`config.mk`:
```
export PLATFORM = sky130hd
export DESIGN_NAME = warpv_pcpi_dispatch
export DESIGN_NICKNAME = d
export VERILOG_FILES = /design/src/rtl/warpv_pcpi_dispatch.sv
export SDC_FILE = /design/constraint.sdc
export NUM_CORES = 1
export LEC_CHECK = 0
export BUFFER_PORTS_ARGS = -buffer_cell sky130_fd_sc_hd__buf_4
export CAP_MARGIN = 10
export CORE_AREA = 2 2 118 120
export DETAILED_ROUTE_END_ITERATION = 8
export DIE_AREA = 0 0 120 122
export PLACE_DENSITY_LB_ADDON = 0.05
export SLEW_MARGIN = 20
export SYNTH_ARGS = -nofsm -noshare
export SYNTH_HDL_FRONTEND = slang
export SYNTH_SLANG_ARGS = --single-unit
```
`constraint.sdc`:
```
create_clock -name clk -period 2.29 [get_ports clk]
set_input_delay 0.3435 -clock clk [delete_from_list [all_inputs] [get_ports clk]]
set_output_delay 0.3435 -clock clk [all_outputs]
set_load 0.01 [all_outputs]
```
`src/rtl/warpv_pcpi_dispatch.sv`:
```
// PCPI dispatch stage: accepts one M-extension instruction from the core, broadcasts it
// to the PCPI units, captures the first unit answer, or traps if nobody claims it in time.
module warpv_pcpi_dispatch #(
  parameter int unsigned TIMEOUT = 16
) (
  input  logic        clk,
  input  logic        resetn,
  input  logic        req_valid,
  input  logic [31:0] req_insn,
  input  logic [31:0] req_rs1,
  input  logic [31:0] req_rs2,
  output logic        req_ready,
  output logic        resp_valid,
  output logic        resp_wr,
  output logic [31:0] resp_rd,
  output logic        resp_trap,
  input  logic        resp_ready,
  output logic        pcpi_valid,
  output logic [31:0] pcpi_insn,
  output logic [31:0] pcpi_rs1,
  output logic [31:0] pcpi_rs2,
  input  logic        mul_wr,
  input  logic        mul_wait,
  input  logic        mul_ready,
  input  logic [31:0] mul_rd,
  input  logic        div_wr,
  input  logic        div_wait,
  input  logic        div_ready,
  input  logic [31:0] div_rd,
  output logic        busy
);

  typedef enum logic [1:0] {
    S_IDLE  = 2'b00,
    S_ISSUE = 2'b01,
    S_DONE  = 2'b10
  } state_t;

  localparam logic [7:0] TMO_LAST = 8'(TIMEOUT - 1);

  state_t     state, state_next;
  logic [7:0] tmo_cnt;
  logic       seen_wait;
  logic       in_idle, in_issue, in_done;
  logic       any_wait, any_ready, expire;
  logic       accept, finish_ok, finish_trap;

  // The unused encoding 2'b11 falls through to the IDLE decode.
  assign in_issue = (state == S_ISSUE);
  assign in_done  = (state == S_DONE);
  assign in_idle  = !in_issue && !in_done;

  assign req_ready = in_idle;
  assign busy      = !in_idle;

  assign any_wait  = mul_wait | div_wait;
  assign any_ready = mul_ready | div_ready;
  assign expire    = !seen_wait && !any_wait && !any_ready && (tmo_cnt == TMO_LAST);

  always_comb begin
    // NOTE: every output of this block gets a default first so no path can infer a latch.
    state_next  = state;
    accept      = 1'b0;
    finish_ok   = 1'b0;
    finish_trap = 1'b0;
    if (in_idle) begin
      state_next = S_IDLE;
      if (req_valid) begin
        state_next = S_ISSUE;
        accept     = 1'b1;
      end
    end else if (in_issue) begin
      // A ready in the expiry cycle takes precedence over the trap.
      if (any_ready) begin
        state_next = S_DONE;
        finish_ok  = 1'b1;
      end else if (expire) begin
        state_next  = S_DONE;
        finish_trap = 1'b1;
      end
    end else if (resp_ready) begin
      state_next = S_IDLE;
    end
  end

  // NOTE: reset is synchronous and sequential state uses non-blocking assignments only.
  always_ff @(posedge clk) begin
    if (!resetn) begin
      state      <= S_IDLE;
      tmo_cnt    <= '0;
      seen_wait  <= 1'b0;
      pcpi_valid <= 1'b0;
      pcpi_insn  <= '0;
      pcpi_rs1   <= '0;
      pcpi_rs2   <= '0;
      resp_valid <= 1'b0;
      resp_wr    <= 1'b0;
      resp_rd    <= '0;
      resp_trap  <= 1'b0;
    end else begin
      state      <= state_next;
      pcpi_valid <= (state_next == S_ISSUE);
      resp_valid <= (state_next == S_DONE);

      if (accept) begin
        pcpi_insn <= req_insn;
        pcpi_rs1  <= req_rs1;
        pcpi_rs2  <= req_rs2;
        tmo_cnt   <= '0;
        seen_wait <= 1'b0;
      end

      if (in_issue) begin
        if (any_wait) seen_wait <= 1'b1;
        if (!seen_wait && !any_wait && !any_ready) tmo_cnt <= tmo_cnt + 8'd1;
      end

      // Divider rd is zeroed once pcpi_valid drops, so the result must be latched here.
      if (finish_ok) begin
        resp_trap <= 1'b0;
        if (mul_ready) begin
          resp_wr <= mul_wr;
          resp_rd <= mul_rd;
        end else begin
          resp_wr <= div_wr;
          resp_rd <= div_rd;
        end
      end

      if (finish_trap) begin
        resp_trap <= 1'b1;
        resp_wr   <= 1'b0;
        resp_rd   <= '0;
      end
    end
  end

endmodule

```
==> metrics list <==
* Final hold violation count: 0
- IR analysis of the VDD net gives a maximum drop of 0.500 mV.
- Routability-driven placement finished with a final weighted congestion of 0.789.
- STA puts the critical path data arrival time at 2350 ps.
- Std-Cell Core Area: 13500 um^2
* Die height: 122 um
- The worst path in the final design needs a cycle of 2010 ps, including I/O delays and setup.
* Buffer depth of the longest clock path: 2
- Counting flops with a built-in enable in the synthesized netlist gives 0.
- The number of nets in the synthesized netlist is 843.
- For this design the static power due to leakage is 3.89 nW.
- For hold timing, the worst endpoint is pcpi_rs1[14]$_SDFFE_PN0P_.
- Along the worst path, the maximum fanout reaches 81.
- After detailed routing, the number of vias per cell comes to 5.04.
- In the synthesized netlist the async set-or-reset flop fraction comes to 0%.
* Pin count of the biggest net entering global routing: 82
- The clock net in this run drives a total of 143 sinks.
* Via count of the first global-routing pass: 5542
- TritonCTS built the clock tree.
- After clock tree synthesis, the repair step resized 0 gates.
- Detailed placement ended at an HPWL of 12800 um.
- The cell count after synthesis came out at 671.
- Sequential cells were found to cover 51.2% of the synthesized design area.
- Unrepaired setup endpoints after global routing: false
- In this run the critical register-to-register path is captured at pcpi_rs2[19]$_SDFFE_PN0P_.
- Each instance of the synthesized netlist takes up on average 8.34 um^2.
* Register-to-register setup slack: 280 ps
* Final worst-path cycle share: 87.8%
* Reg-to-reg startpoint: state[1]$_SDFF_PN0_
- Compared with the post-synthesis result, the final layout area differs by 54.8%.
* Horizontal extent of the die: 120 um
- First-iteration detailed-routing DRC count: 317
* Level count of the clock H-tree: 4
* Global-route wire length before repair: 26900 um
* Antenna violations before repair: 0
* Synthesized flop and latch total: 143
* Overflow left after global routing: 0
* Cts bufs inserted: 17
* Final setup violation count: 0
- After clock tree synthesis, the clock-pin slew on the worst setup and hold paths is 60 ps.
- Counting instances, the worst hold path has a depth of 3.
- Static timing analysis puts the maximum clock frequency at 0.498 GHz.
- The total count of max-transition violations in the final report is 0.
* Crit path launch type: flop
- The startpoint identified for the worst hold timing path is req_rs1[14].
- Hold timing on the final database bottoms out at a slack of 173 ps.
- Data required time of the worst path: 2630 ps
* Post-route clock skew: 5.47 ps
- Count of warnings emitted by yosys: 0
- WL per Instance: 15.3 um
* Count of different cell masters after synthesis: 38
- Counting cells, the worst reg-to-reg path comes to 6.
- Slew Limit Headroom: 63.2%
* Cts-stage hold buffer count: 0
- The number of antenna diodes in the final layout is 0.
* Die Area: 14600 um^2
* Type of the worst min-delay path: in -> reg
- Std cell rows: 43
- In the global route stage, overall resource usage came out at 22.9%.
- # port buffers: 303
- The filler cells instantiated in the layout total 1194.
* Setup CP Type: reg -> reg
- The most critical setup path has its startpoint at state[1]$_SDFF_PN0_.
- Worst Setup End Kind: flop
* Post-detailed-route count of antenna-violating nets: 0
- Share of final-layout standard cells stronger than drive strength 1: 37.0%
- Drt first pass iters: 4
- For this run, design rule violations remaining after detail routing come to 0.
* Final sum of negative setup slack: 0 ps
* Post-route worst setup slack: 280 ps
- Max-cap violations in this run came to 0.
* Total power per unit cell area: 773 nW/um^2
* Effective utilization at floorplan: 41.4%
- Clk root buf: clkbuf_16
- At the placement stage, the worst setup path has a slack of 302 ps.
- In this run the count of I/O pins placed on the die edge is 304.
- Summing over every cut layer, the via total after detailed routing is 5762.
- Summing every instance area after synthesis gives 5590 um^2.
* Transition time of the tightest slew-check pin: 539 ps
* Worst skew pair latency: 410 ps
- The flow ran to the end, and the final reports show no timing, DRC or antenna violations.
* Main flop type after synthesis: dfxtp_1
- Number of nets in the finished design: 1123
- After detailed routing, the total wire length is 17400 um.
- Post-CTS Setup Inserts: 0
## per-layer routing
metal	up-vias	GRT usage, %	share of wire (%)
met1	2636	25.9	40
met5	-	0	0
met4	0	9.04	2.2
li1	2874	-	-
met2	228	40.4	50
met3	24	6.65	7.9
## cells in the mapped netlist (all sizes together), types with 4 or more instances
library cell / number / share of area, %
nand2: 204 / 14
dfxtp: 143 / 51
a21oi: 132 / 12
clkbuf: 40 / 2.7
a211oi: 35 / 4.7
mux2i: 33 / 5.9
buf: 16 / 1.4
nor2b: 6 / 0.72
nor4: 6 / 0.67
nand3: 5 / 0.45
inv: 4 / 0.27
o21ai: 4 / 0.36
or4: 4 / 0.54
## report_power, final
part           leakage, nW  internal, W  switching (W)
registers             1.17      0.00262      0.0000695
logic                 2.39     0.000482       0.000454
clock network        0.327      0.00206        0.00102
total                 3.89      0.00516        0.00154
## kinds of logic after synthesis
logic type	after synthesis	share of synthesized area, %
flops	143	51.2
mux	33	5.90
simple gates	246	18.8
buf+inv	60	4.38
compound gates	187	19.3
fa+ha+maj	2	0.447
## cell type report
cell class | instances | area, um^2 | area share, %
Multi-Input combinational cell | 468 | 2500 | 28.8
Sequential cell | 143 | 2860 | 33.1
Timing Repair Buffer | 317 | 2400 | 27.8
Clock inverter | 12 | 214 | 2.47
Inverter | 4 | 15.0 | 0.173
Tap cell | 180 | 225 | 2.60
Clock buffer | 19 | 443 | 5.11
## through the flow
step	utilization (%)	total power (W)	instances	area (um^2)
detailed placement	59.3	0.00369	1112	8000
CTS	64.1	0.00676	1143	8660
finish	64.1	0.00670	1143	8660
global placement	59.3	0.00366	1112	8000
floorplan	-	0.00315	671	5590
global route	64.1	0.00697	1143	8660
## worst max-delay path by stage
stage | end | slack (ps) | cells past startpoint
after global placement | tmo_cnt[7]$_SDFF_PN0_ | 400 | 5
after detailed placement | pcpi_rs1[3]$_SDFFE_PN0P_ | 300 | 6
after floorplan | resp_rd[10]$_SDFFE_PP0P_ | 280 | 9
after CTS | pcpi_rs2[19]$_SDFFE_PN0P_ | 290 | 6
final | pcpi_rs2[19]$_SDFFE_PN0P_ | 280 | 6
after global routing | pcpi_rs2[26]$_SDFFE_PN0P_ | 130 | 6
## flip-flops by register name, indices dropped and copies added, names as in the netlist
| register | flops |
|---|---|
| state | 2 |
| pcpi_rs1 | 32 |
| resp_valid | 1 |
| pcpi_insn | 32 |
| pcpi_valid | 1 |
| resp_rd | 32 |
| pcpi_rs2 | 32 |
| seen_wait | 1 |
| resp_trap | 1 |
| tmo_cnt | 8 |
| resp_wr | 1 |
## cell usage in the layout (no fill, tap or decap), types with 2 or more instances in the layout
cell,netlist,layout
nand3_1,5,5
a21oi_1,132,132
nor2b_1,5,5
and3_1,2,2
a211oi_1,35,35
nor4_1,6,6
o2111ai_1,2,2
dfxtp_1,143,143
nand4_1,3,3
bufinv_16,0,6
nor2_1,2,2
inv_1,4,3
ha_1,2,2
o221ai_1,3,3
o21ai_0,4,4
a2111oi_0,3,3
o211ai_1,2,2
nor3_1,2,2
or3_1,3,3
clkbuf_16,0,17
mux2i_1,33,33
or4_1,4,4
buf_4,0,315
buf_12,0,2
a32o_1,2,2
nand2_1,204,203
nand4b_1,2,2
clkinv_2,0,5
## critical path, cell delays in order (launching register included)
cell     delay, ps
dfxtp_1        350
inv_1           50
ha_1           510
and2_4         390
buf_12         340
nand2_1        100
a21oi_1        140
Note: power is estimated with default switching activity, not from simulation.
